$ cat src/rtl/bist_sequencer.sv
// Self-test sequencer for the scan-inserted CUT.
// Runs seed -> (shift, capture) x N_PATTERNS -> flush -> compare against GOLDEN_SIG, then
// holds bistdone/bistpass until bistmode drops. All outputs are registered Moore decodes.
// Ports:
//   clk       - single clock, all state on rising edge
//   rst       - asynchronous active-low reset
//   bistmode  - 1 = run/hold BIST, 0 = functional mode / abort
//   misr_sig  - current MISR contents, sampled only in COMPARE
//   test_sel  - CUT PIs from LFSR, POs to MISR
//   gen_init  - one-cycle pulse: load LFSR seed, clear MISR
//   lfsr_en   - advance LFSR
//   scan_en   - 1 = scan shift, 0 = functional capture
//   misr_en   - MISR compacts this cycle
//   bistdone  - run complete, bistpass valid
//   bistpass  - signature matched GOLDEN_SIG
module bist_sequencer #(
   parameter int unsigned          N_PATTERNS = 2000,
   parameter int unsigned          CHAIN_LEN  = 179,
   parameter int unsigned          SIG_WIDTH  = 16,
   parameter logic [SIG_WIDTH-1:0] GOLDEN_SIG = 16'hA5C3
) (
   input  logic                 clk,
   input  logic                 rst,
   input  logic                 bistmode,
   input  logic [SIG_WIDTH-1:0] misr_sig,
   output logic                 test_sel,
   output logic                 gen_init,
   output logic                 lfsr_en,
   output logic                 scan_en,
   output logic                 misr_en,
   output logic                 bistdone,
   output logic                 bistpass
);

   localparam int unsigned SHIFT_W = $clog2(CHAIN_LEN + 1);
   localparam int unsigned PAT_W   = $clog2(N_PATTERNS + 1);

   localparam logic [SHIFT_W-1:0] SHIFT_LAST = SHIFT_W'(CHAIN_LEN - 1);
   localparam logic [PAT_W-1:0]   PAT_LAST   = PAT_W'(N_PATTERNS - 1);

   localparam logic [2:0] StIdle    = 3'd0;
   localparam logic [2:0] StInit    = 3'd1;
   localparam logic [2:0] StShift   = 3'd2;
   localparam logic [2:0] StCapture = 3'd3;
   localparam logic [2:0] StFlush   = 3'd4;
   localparam logic [2:0] StCompare = 3'd5;
   localparam logic [2:0] StDone    = 3'd6;

   logic [2:0]         state_q, state_d;
   logic [SHIFT_W-1:0] shift_cnt_q, shift_cnt_d;
   logic [PAT_W-1:0]   pat_cnt_q, pat_cnt_d;
   logic               first_q, first_d;
   logic               pass_q, pass_d;

   logic test_sel_d, gen_init_d, lfsr_en_d, scan_en_d, misr_en_d, bistdone_d, bistpass_d;

   always_comb begin
      state_d     = state_q;
      shift_cnt_d = shift_cnt_q;
      pat_cnt_d   = pat_cnt_q;
      first_d     = first_q;
      pass_d      = pass_q;

      if (!bistmode && (state_q != StIdle)) begin
         // Abort from any active state, or normal exit from DONE: drop everything.
         state_d     = StIdle;
         shift_cnt_d = '0;
         pat_cnt_d   = '0;
         first_d     = 1'b0;
         pass_d      = 1'b0;
      end else begin
         case (state_q)
            StIdle: begin
               if (bistmode) state_d = StInit;
            end
            StInit: begin
               shift_cnt_d = '0;
               pat_cnt_d   = '0;
               first_d     = 1'b1;
               pass_d      = 1'b0;
               state_d     = StShift;
            end
            StShift: begin
               if (shift_cnt_q == SHIFT_LAST) state_d = StCapture;
               else shift_cnt_d = shift_cnt_q + 1'b1;
            end
            StCapture: begin
               first_d     = 1'b0;
               shift_cnt_d = '0;
               if (pat_cnt_q == PAT_LAST) begin
                  state_d = StFlush;
               end else begin
                  pat_cnt_d = pat_cnt_q + 1'b1;
                  state_d   = StShift;
               end
            end
            StFlush: begin
               if (shift_cnt_q == SHIFT_LAST) begin
                  shift_cnt_d = '0;
                  state_d     = StCompare;
               end else begin
                  shift_cnt_d = shift_cnt_q + 1'b1;
               end
            end
            StCompare: begin
               pass_d  = (misr_sig == GOLDEN_SIG);
               state_d = StDone;
            end
            StDone: begin
               // Held while bistmode stays high; exit handled by the abort branch.
            end
            default: begin
               state_d     = StIdle;
               shift_cnt_d = '0;
               pat_cnt_d   = '0;
               first_d     = 1'b0;
               pass_d      = 1'b0;
            end
         endcase
      end
   end

   // Outputs are decoded from the next state so the registered copies line up with state_q.
   always_comb begin
      test_sel_d = (state_d != StIdle);
      gen_init_d = (state_d == StInit);
      lfsr_en_d  = (state_d == StShift);
      scan_en_d  = (state_d == StShift) || (state_d == StFlush);
      // The first shift only unloads the chain's reset contents, so it is not compacted.
      misr_en_d  = ((state_d == StShift) && !first_d) || (state_d == StCapture) ||
                   (state_d == StFlush);
      bistdone_d = (state_d == StDone);
      bistpass_d = (state_d == StDone) && pass_d;
   end

   always_ff @(posedge clk or negedge rst) begin
      if (!rst) begin
         state_q     <= StIdle;
         shift_cnt_q <= '0;
         pat_cnt_q   <= '0;
         first_q     <= 1'b0;
         pass_q      <= 1'b0;
         test_sel    <= 1'b0;
         gen_init    <= 1'b0;
         lfsr_en     <= 1'b0;
         scan_en     <= 1'b0;
         misr_en     <= 1'b0;
         bistdone    <= 1'b0;
         bistpass    <= 1'b0;
      end else begin
         state_q     <= state_d;
         shift_cnt_q <= shift_cnt_d;
         pat_cnt_q   <= pat_cnt_d;
         first_q     <= first_d;
         pass_q      <= pass_d;
         test_sel    <= test_sel_d;
         gen_init    <= gen_init_d;
         lfsr_en     <= lfsr_en_d;
         scan_en     <= scan_en_d;
         misr_en     <= misr_en_d;
         bistdone    <= bistdone_d;
         bistpass    <= bistpass_d;
      end
   end

endmodule

$ cat config.mk
export PLATFORM = sky130hd
export DESIGN_NAME = bist_sequencer
export DESIGN_NICKNAME = d
export VERILOG_FILES = /design/src/rtl/bist_sequencer.sv
export SDC_FILE = /design/constraint.sdc
export NUM_CORES = 1
export LEC_CHECK = 0
export BUFFER_PORTS_ARGS = -buffer_cell sky130_fd_sc_hd__buf_4
export CELL_PAD_IN_SITES_DETAIL_PLACEMENT = 0
export CELL_PAD_IN_SITES_GLOBAL_PLACEMENT = 1
export CORE_ASPECT_RATIO = 0.7
export CORE_MARGIN = 5
export CORE_UTILIZATION = 47
export DETAILED_ROUTE_END_ITERATION = 12
export PLACE_DENSITY = 0.9
export RECOVER_POWER = 50
export SLEW_MARGIN = 30
export SYNTH_ARGS = -nofsm -noshare
export SYNTH_HDL_FRONTEND = slang
export SYNTH_SLANG_ARGS = --single-unit
$ cat constraint.sdc
create_clock -name clk -period 4.2 [get_ports clk]
set_input_delay 0 -clock clk [delete_from_list [all_inputs] [get_ports clk]]
set_output_delay 0 -clock clk [all_outputs]
set_load 0.05 [all_outputs]
==> impl_metrics.yaml, run 1 <==
run_status:
  status: "complete, but fails checks"
  failed_checks: "max-capacitance violations, max-slew violations"
final_layout:
  mostFrequentLayoutCell: "sky130_fd_sc_hd__dfrtp_1"
  mostFrequentLayoutCells: "31 x sky130_fd_sc_hd__dfrtp_1, 21 x sky130_fd_sc_hd__buf_4, 16 x sky130_fd_sc_hd__nand3_1, 14 x sky130_fd_sc_hd__nand2_1, 14 x sky130_fd_sc_hd__o21ai_0"
  num_antenna_cells: 0
  layout.core_utilization_pct: 54.9
  synthToLayoutAreaGrowth_pct: 13.8
  drive_above_1_share_pct: 16.2
  numnets_final: 245
  design_area_mm2: 0.00214
  instances_no_fill: 274
critical_path:
  critical_path.reg2reg.startpoint: "state_q[0]"
  worst_setup_path_startpoint: "state_q[0]"
  critPathCaptureType: "flop"
  crit_path_max_fanout: 21
  timing_worst_setup_path_type: "reg -> reg"
  crit_path_launch_type: "flop"
  ff2ff_setup_slack_ns: 2.11
  critical_path_required_ns: 4.38
  critical_path_arrival_ns: 2.27
global_route:
  global_route_wire_length_before_repair_um: 7040
  most_used_routing_layer: "met1"
  groute.layer.met1.usage_pct: 25.5
  grt_pass1_vias: 1427
  grt_use_total_pct: 16.6
  grt_max_degree: 32
  use_met3_pct: 6.72
  use_met2_pct: 20.8
  global_route.overflow_total: 0
  grt_antenna_before_repair: 0
synth:
  synth.distinct_cells: 56
  seq_area_frac_synth_pct: 41.3
  synth_seq_cells: 31
  syn_area_mm2: 0.00188
  post_synth_edffs: 0
  syn_nets: 221
  post_synth_inst_count: 199
  synthesis.area_per_instance_um2: 9.44
  synth_async_sr_flop_share_pct: 100
  yosys_warns: 0
  synthFlopType: "sky130_fd_sc_hd__dfrtp_1"
worst_hold_path:
  min_path_type: "in -> reg"
  min-delay-start: "bistmode"
clocking:
  clock-sinks: 31
  clock_tree.buffer_depth: 2
  clk_latency_ns: 0.28
  clkSlewWorstSetupHoldPaths_ns: 0.06
  clk_root_buffer_cell: "sky130_fd_sc_hd__clkbuf_8"
  ctsHtreeMaxLevel: 2
  cts_inserted_buffers: 5
  post-cts-setup-buffers: 0
  tritoncts: "built"
power:
  power_leakage_nw: 0.875
  peakVddDrop_mv: 0.203
  p_per_area_mw_per_mm2: 304
  fin_total_pwr_uw: 651
timing:
  grt_setup_unrepaired: "false"
  finClkSkew_ns: 0.00473
  finalMaxSlewViolations: 32
  maxSlewHeadroom_pct: -11.7
  worst_pin_slew_ns: 1.68
  setup_tns_ns: 0
  maxClockFrequency_mhz: 478
  final.period_utilization_pct: 49.8
  layout_min_cycle_time_ns: 2.09
  hold_viol_final: 0
  setup-violations-final: 0
place:
  place_inst: 267
  routabilityCongestion: 0.771
  io_buffer_count: 25
  placed_area_mm2: 0.00207
  hpwlAfterDp_um: 2900
route:
  wl_per_cell_um: 15.2
  detailroute.via_count: 1587
  postRouteWirelength_um: 4160
  drcViolationCount: 0
  drtPass1Iterations: 4
  postRouteAntennaNets: 0
  vias_per_cell: 5.79
  drt_first_iter_violations: 156
die:
  start_util_pct: 48.2
  design.die.area_mm2: 0.00538
  design.portCount: 26
  die_w_um: 85.6
  die_height_um: 62.9
  core-area_mm2: 0.00390
  core.rowCount: 19
run:
  max_cap_viol_count: 1
sequential cells by signal (all words and copies together) (netlist names):
register     count
scan_en          1
first_q          1
gen_init         1
test_sel         1
state_q          3
lfsr_en          1
pat_cnt_q       11
shift_cnt_q      8
bistpass         1
bistdone         1
pass_q           1
misr_en          1
metal layers:
metal  wire, um  up-vias
li1           -      807
met1       2220      726
met2       1620       52
met3        303        2
met4         19        0
met5          0        -
final timing paths:
| path | end | depth (start not counted) |
|---|---|---|
| setup / recovery | misr_en | 4 |
| hold / removal | test_sel | 2 |
| max in group asynchronous | bistpass | 2 |
| hold reg to reg | bistpass | 2 |
| min in group asynchronous | shift_cnt_q[1] | 2 |
| setup reg to reg | misr_en | 4 |
synthesized netlist by cell type (5+ instances only):
cell	instances	area share (%)
sky130_fd_sc_hd__nand2b_1	5	1.7
sky130_fd_sc_hd__nor3_1	6	1.6
sky130_fd_sc_hd__a31oi_1	5	1.7
sky130_fd_sc_hd__nand4b_1	6	2.8
sky130_fd_sc_hd__nand2_1	14	2.8
sky130_fd_sc_hd__nand3_1	16	4.3
sky130_fd_sc_hd__nand4_1	5	1.7
sky130_fd_sc_hd__o21ai_0	14	3.7
sky130_fd_sc_hd__or3_1	6	2.0
sky130_fd_sc_hd__a21oi_1	8	2.1
sky130_fd_sc_hd__nor2_1	12	2.4
sky130_fd_sc_hd__dfrtp_1	31	41
layout make-up:
type / count / area, um^2
Timing Repair Buffer: 26 / 183
Clock buffer: 6 / 72.6
Tap cell: 52 / 65.1
Inverter: 4 / 15.0
Multi-Input combinational cell: 155 / 1030
Sequential cell: 31 / 776
Fill cell: 371 / 1760
cells by family (layout without fill, tap and decap cells):
group                    count (synthesis)  in the layout  share of synthesized area [%]
adder cells (fa/ha/maj)                  3              3                           2.00
AO/OA/AOI/OAI                           53             53                           19.5
buffers and inverters                   13             36                           3.99
flip-flops                              31             31                           41.3
XOR/XNOR                                 2              2                          0.932
AND/OR/NAND/NOR                         97             97                           32.3
through the flow:
step / setup WS (ns) / hold WS (ns)
after global routing: 1.90 / 0.0632
after floorplan: 2.44 / -0.296
final: 2.11 / 0.0703
after global placement: 2.18 / -0.0400
after detailed placement: 2.17 / -0.0362
after CTS: 2.14 / 0.0551
power by group:
group | internal [mW] | total [mW] | switching, mW
sequential | 0.311 | 0.332 | 0.0208
combinational | 0.0422 | 0.105 | 0.0632
clock | 0.110 | 0.214 | 0.104
total | 0.463 | 0.651 | 0.188
timing repair:
action                                  4_1_cts  5_1_grt
hold buffers                                  1        0
endpoints found under the setup margin        0        0
hold endpoints to repair                     31        0
gates resized for setup                       0        0
worst max-delay path, stage by stage, from the launching register on:
cell	delay, ns
sky130_fd_sc_hd__dfrtp_1	0.74
sky130_fd_sc_hd__nand4b_1	0.28
sky130_fd_sc_hd__nor4_1	0.56
sky130_fd_sc_hd__o21ai_0	0.24
sky130_fd_sc_hd__o32ai_1	0.17
No activity file was read; power rests on OpenSTA's default activity.
==> run 2: changes to the inputs <==
--- a/config.mk
+++ b/config.mk
@@ -5,14 +5,15 @@
 export SDC_FILE = /design/constraint.sdc
 export NUM_CORES = 1
 export LEC_CHECK = 0
+export ABC_AREA = 1
 export BUFFER_PORTS_ARGS = -buffer_cell sky130_fd_sc_hd__buf_4
 export CELL_PAD_IN_SITES_DETAIL_PLACEMENT = 0
 export CELL_PAD_IN_SITES_GLOBAL_PLACEMENT = 1
 export CORE_ASPECT_RATIO = 0.7
 export CORE_MARGIN = 5
-export CORE_UTILIZATION = 47
+export CORE_UTILIZATION = 38
 export DETAILED_ROUTE_END_ITERATION = 12
-export PLACE_DENSITY = 0.9
+export PLACE_DENSITY = 0.82
 export RECOVER_POWER = 50
 export SLEW_MARGIN = 30
 export SYNTH_ARGS = -nofsm -noshare
==> constraint.sdc (replaced) <==
create_clock -name clk -period 1.8 [get_ports clk]
set_input_delay 0 -clock clk [delete_from_list [all_inputs] [get_ports clk]]
set_output_delay 0 -clock clk [all_outputs]
set_load 0.05 [all_outputs]
==> run 2 against run 1 <==
The run now ends clean; count of clock-buffer cells in the layout is 2 higher; clock power rose to 2.8 times the previous value; cell count increased by 39%; combinational power grew to 7.2 times the previous value; critical path type unchanged; critical endpoint is now pat_cnt_q[2]; highest routed layer unchanged.
==> impl_metrics.yaml, run 2 <==
run_status:
  status: "completed"
final_layout:
  largest_reg_flops: 11
  num_antenna_cells: 0
  top_registers: "pat_cnt_q x11, shift_cnt_q x8, state_q x3"
  layout.core_utilization_pct: 46.0
  most_flops_register: "pat_cnt_q"
  mostFrequentLayoutCells: "70 x sky130_fd_sc_hd__nand2_1, 31 x sky130_fd_sc_hd__dfrtp_1, 30 x sky130_fd_sc_hd__inv_1, 30 x sky130_fd_sc_hd__nor2_1, 27 x sky130_fd_sc_hd__nand3_1"
  sequential_cell_area_um2: 776
  instances_no_fill: 381
  multi_input_area_mm2: 0.00109
  fill_cells: 554
  mostFrequentLayoutCell: "sky130_fd_sc_hd__nand2_1"
  synthToLayoutAreaGrowth_pct: 17.4
  numnets_final: 330
  drive_above_1_share_pct: 26.2
clocking:
  clock_tree.buffer_depth: 2
  clk_latency_ns: 0.28
  clkSlewWorstSetupHoldPaths_ns: 0.06
  clk_root_buffer_cell: "sky130_fd_sc_hd__clkbuf_8"
  clock-sinks: 31
  ctsHtreeMaxLevel: 2
  tritoncts: "built"
  cts_inserted_buffers: 5
global_route:
  global_route_wire_length_before_repair_um: 8440
  grt_pass1_vias: 1714
  grt_max_degree: 32
  use_met3_pct: 4.47
  grt_antenna_before_repair: 0
  global_route.overflow_total: 0
  most_used_routing_layer: "met1"
  grt_use_total_pct: 15.0
  groute.layer.met1.usage_pct: 22.9
  use_met2_pct: 20.4
place:
  io_buffer_count: 25
  hpwlAfterDp_um: 3700
  routabilityCongestion: 0.847
  place_ws_ns: 0.175
  place_inst: 371
synth:
  post-synth-top-count-cell: "sky130_fd_sc_hd__nand2_1"
  synthesis.area_per_instance_um2: 7.44
  synth_seq_cells: 31
  syn_area_mm2: 0.00206
  post_synth_edffs: 0
  seq_area_frac_synth_pct: 37.6
  synth.top_cells.by_count: "70 x sky130_fd_sc_hd__nand2_1, 31 x sky130_fd_sc_hd__dfrtp_1, 30 x sky130_fd_sc_hd__inv_1, 30 x sky130_fd_sc_hd__nor2_1, 27 x sky130_fd_sc_hd__nand3_1"
  synth.distinct_cells: 30
  synthFlopType: "sky130_fd_sc_hd__dfrtp_1"
  synth_top_area_cell: "sky130_fd_sc_hd__dfrtp_1"
  synth_top_area_share_pct: 37.6
  post_synth_inst_count: 277
  synth_async_sr_flop_share_pct: 100
  ys_top_cells_by_area: "sky130_fd_sc_hd__dfrtp_1 38%, sky130_fd_sc_hd__nand2_1 13%, sky130_fd_sc_hd__nand3_1 6.6%"
  syn_nets: 299
  yosys_warns: 0
timing:
  worst_pin_slew_ns: 0.764
  grt_setup_unrepaired: "false"
  final.period_utilization_pct: 90.9
  fin_ws_ns: 0.163
  maxSlewHeadroom_pct: 49.0
  final.hold.worst_slack_ns: 0.174
  maxClockFrequency_mhz: 611
  setup-violations-final: 0
  setup_tns_ns: 0
  hold_viol_final: 0
  finalMaxSlewViolations: 0
  finClkSkew_ns: 0.00460
  layout_min_cycle_time_ns: 1.64
power:
  p_per_area_mw_per_mm2: 888
  peakVddDrop_mv: 0.325
  power_leakage_nw: 1.21
critical_path:
  critPathCaptureType: "flop"
  crit_reg_reg_endpoint: "pat_cnt_q[2]"
  crit_path_launch_type: "flop"
  worst_r2r_path_depth: 9
  critical_path_required_ns: 1.96
  critical_path.reg2reg.startpoint: "state_q[2]"
  crit_path_max_fanout: 18
  timing_worst_setup_path_type: "reg -> reg"
  critical_path_arrival_ns: 1.80
  ff2ff_setup_slack_ns: 0.16
route:
  postRouteWirelength_um: 4780
  drt_first_iter_violations: 77
  postRouteAntennaNets: 0
  drcViolationCount: 0
  detailroute.via_count: 1827
  drtPass1Iterations: 4
  wl_per_cell_um: 12.5
  vias_per_cell: 4.80
die:
  die_height_um: 71.6
  die_w_um: 98.0
  design.die.area_mm2: 0.00702
  core.rowCount: 22
  design.portCount: 26
  start_util_pct: 39.2
  core-area_mm2: 0.00526
worst_hold_path:
  worstHoldPathCells: 8
  hold_path_end: "pass_q"
  min-delay-start: "misr_sig[9]"
  min_path_type: "in -> reg"
run:
  max_cap_viol_count: 0
[run 2: cells by family (layout without fill, tap and decap cells)]
family                     count (synthesis)  in the layout  synth area share (%)
DFF                                       31             31                  37.6
buffers and inverters                     46             78                  9.59
AOI/OAI and AO/OA                         23             23                  7.95
xor gates and xnor gates                   1              1                 0.425
and+or+nand+nor                          173            173                  42.6
adders and majority gates                  3              3                  1.82
[run 2: metrics by stage]
step	cell area, um^2	total power, mW
after floorplan	2060	1.39
after global placement	2310	1.56
after detailed placement	2310	1.57
after CTS	2430	2.18
after global routing	2420	2.31
final	2420	2.15
[run 2: final cells by class]
cell class | instances | area share [%]
Clock buffer | 8 | 4.13
Inverter | 42 | 6.72
Multi-Input combinational cell | 200 | 45.1
Sequential cell | 31 | 32.0
Tap cell | 72 | 3.72
Timing Repair Buffer | 28 | 8.32
[run 2: worst max-delay path, cell delays in order, from the launching register on]
cell and delay, ns:
sky130_fd_sc_hd__dfrtp_1 0.57, sky130_fd_sc_hd__inv_4 0.12, sky130_fd_sc_hd__nand2_4 0.12, sky130_fd_sc_hd__nand2_8 0.12, sky130_fd_sc_hd__nand2_4 0.11, sky130_fd_sc_hd__inv_2 0.05
sky130_fd_sc_hd__nand2_4 0.19, sky130_fd_sc_hd__inv_4 0.09, sky130_fd_sc_hd__nand2_1 0.07, sky130_fd_sc_hd__o21ai_1 0.07
[run 2: power by group]
part	internal (mW)	leakage (nW)	switching (mW)
clock	0.349	0.0515	0.248
sequential	0.757	0.423	0.0411
combinational	0.199	0.733	0.554
[run 2: layer usage]
layer | vias up | routed length, um
met5 | - | 0
met4 | 0 | 45
met3 | 4 | 255
met2 | 37 | 1950
met1 | 838 | 2530
li1 | 948 | -
[run 2: timing repair]
item / 4_1_cts / 5_1_grt
hold buffers: 2 / 0
endpoints found under the hold margin: 32 / 0
gates resized for setup: 0 / 1
buffers inserted: 0 / 0
endpoints found under the setup margin: 0 / 3
[run 2: worst max-delay path by stage]
stage	start	cells after the start	to	slack (ns)
finish	state_q[2]	9	pat_cnt_q[2]	0.16
global route	state_q[2]	9	pat_cnt_q[7]	0.03
CTS	pat_cnt_q[1]	9	pat_cnt_q[7]	0.16
detailed placement	pat_cnt_q[1]	9	pat_cnt_q[7]	0.18
global placement	state_q[2]	9	pat_cnt_q[10]	0.18
floorplan	pat_cnt_q[0]	9	pat_cnt_q[10]	0.29
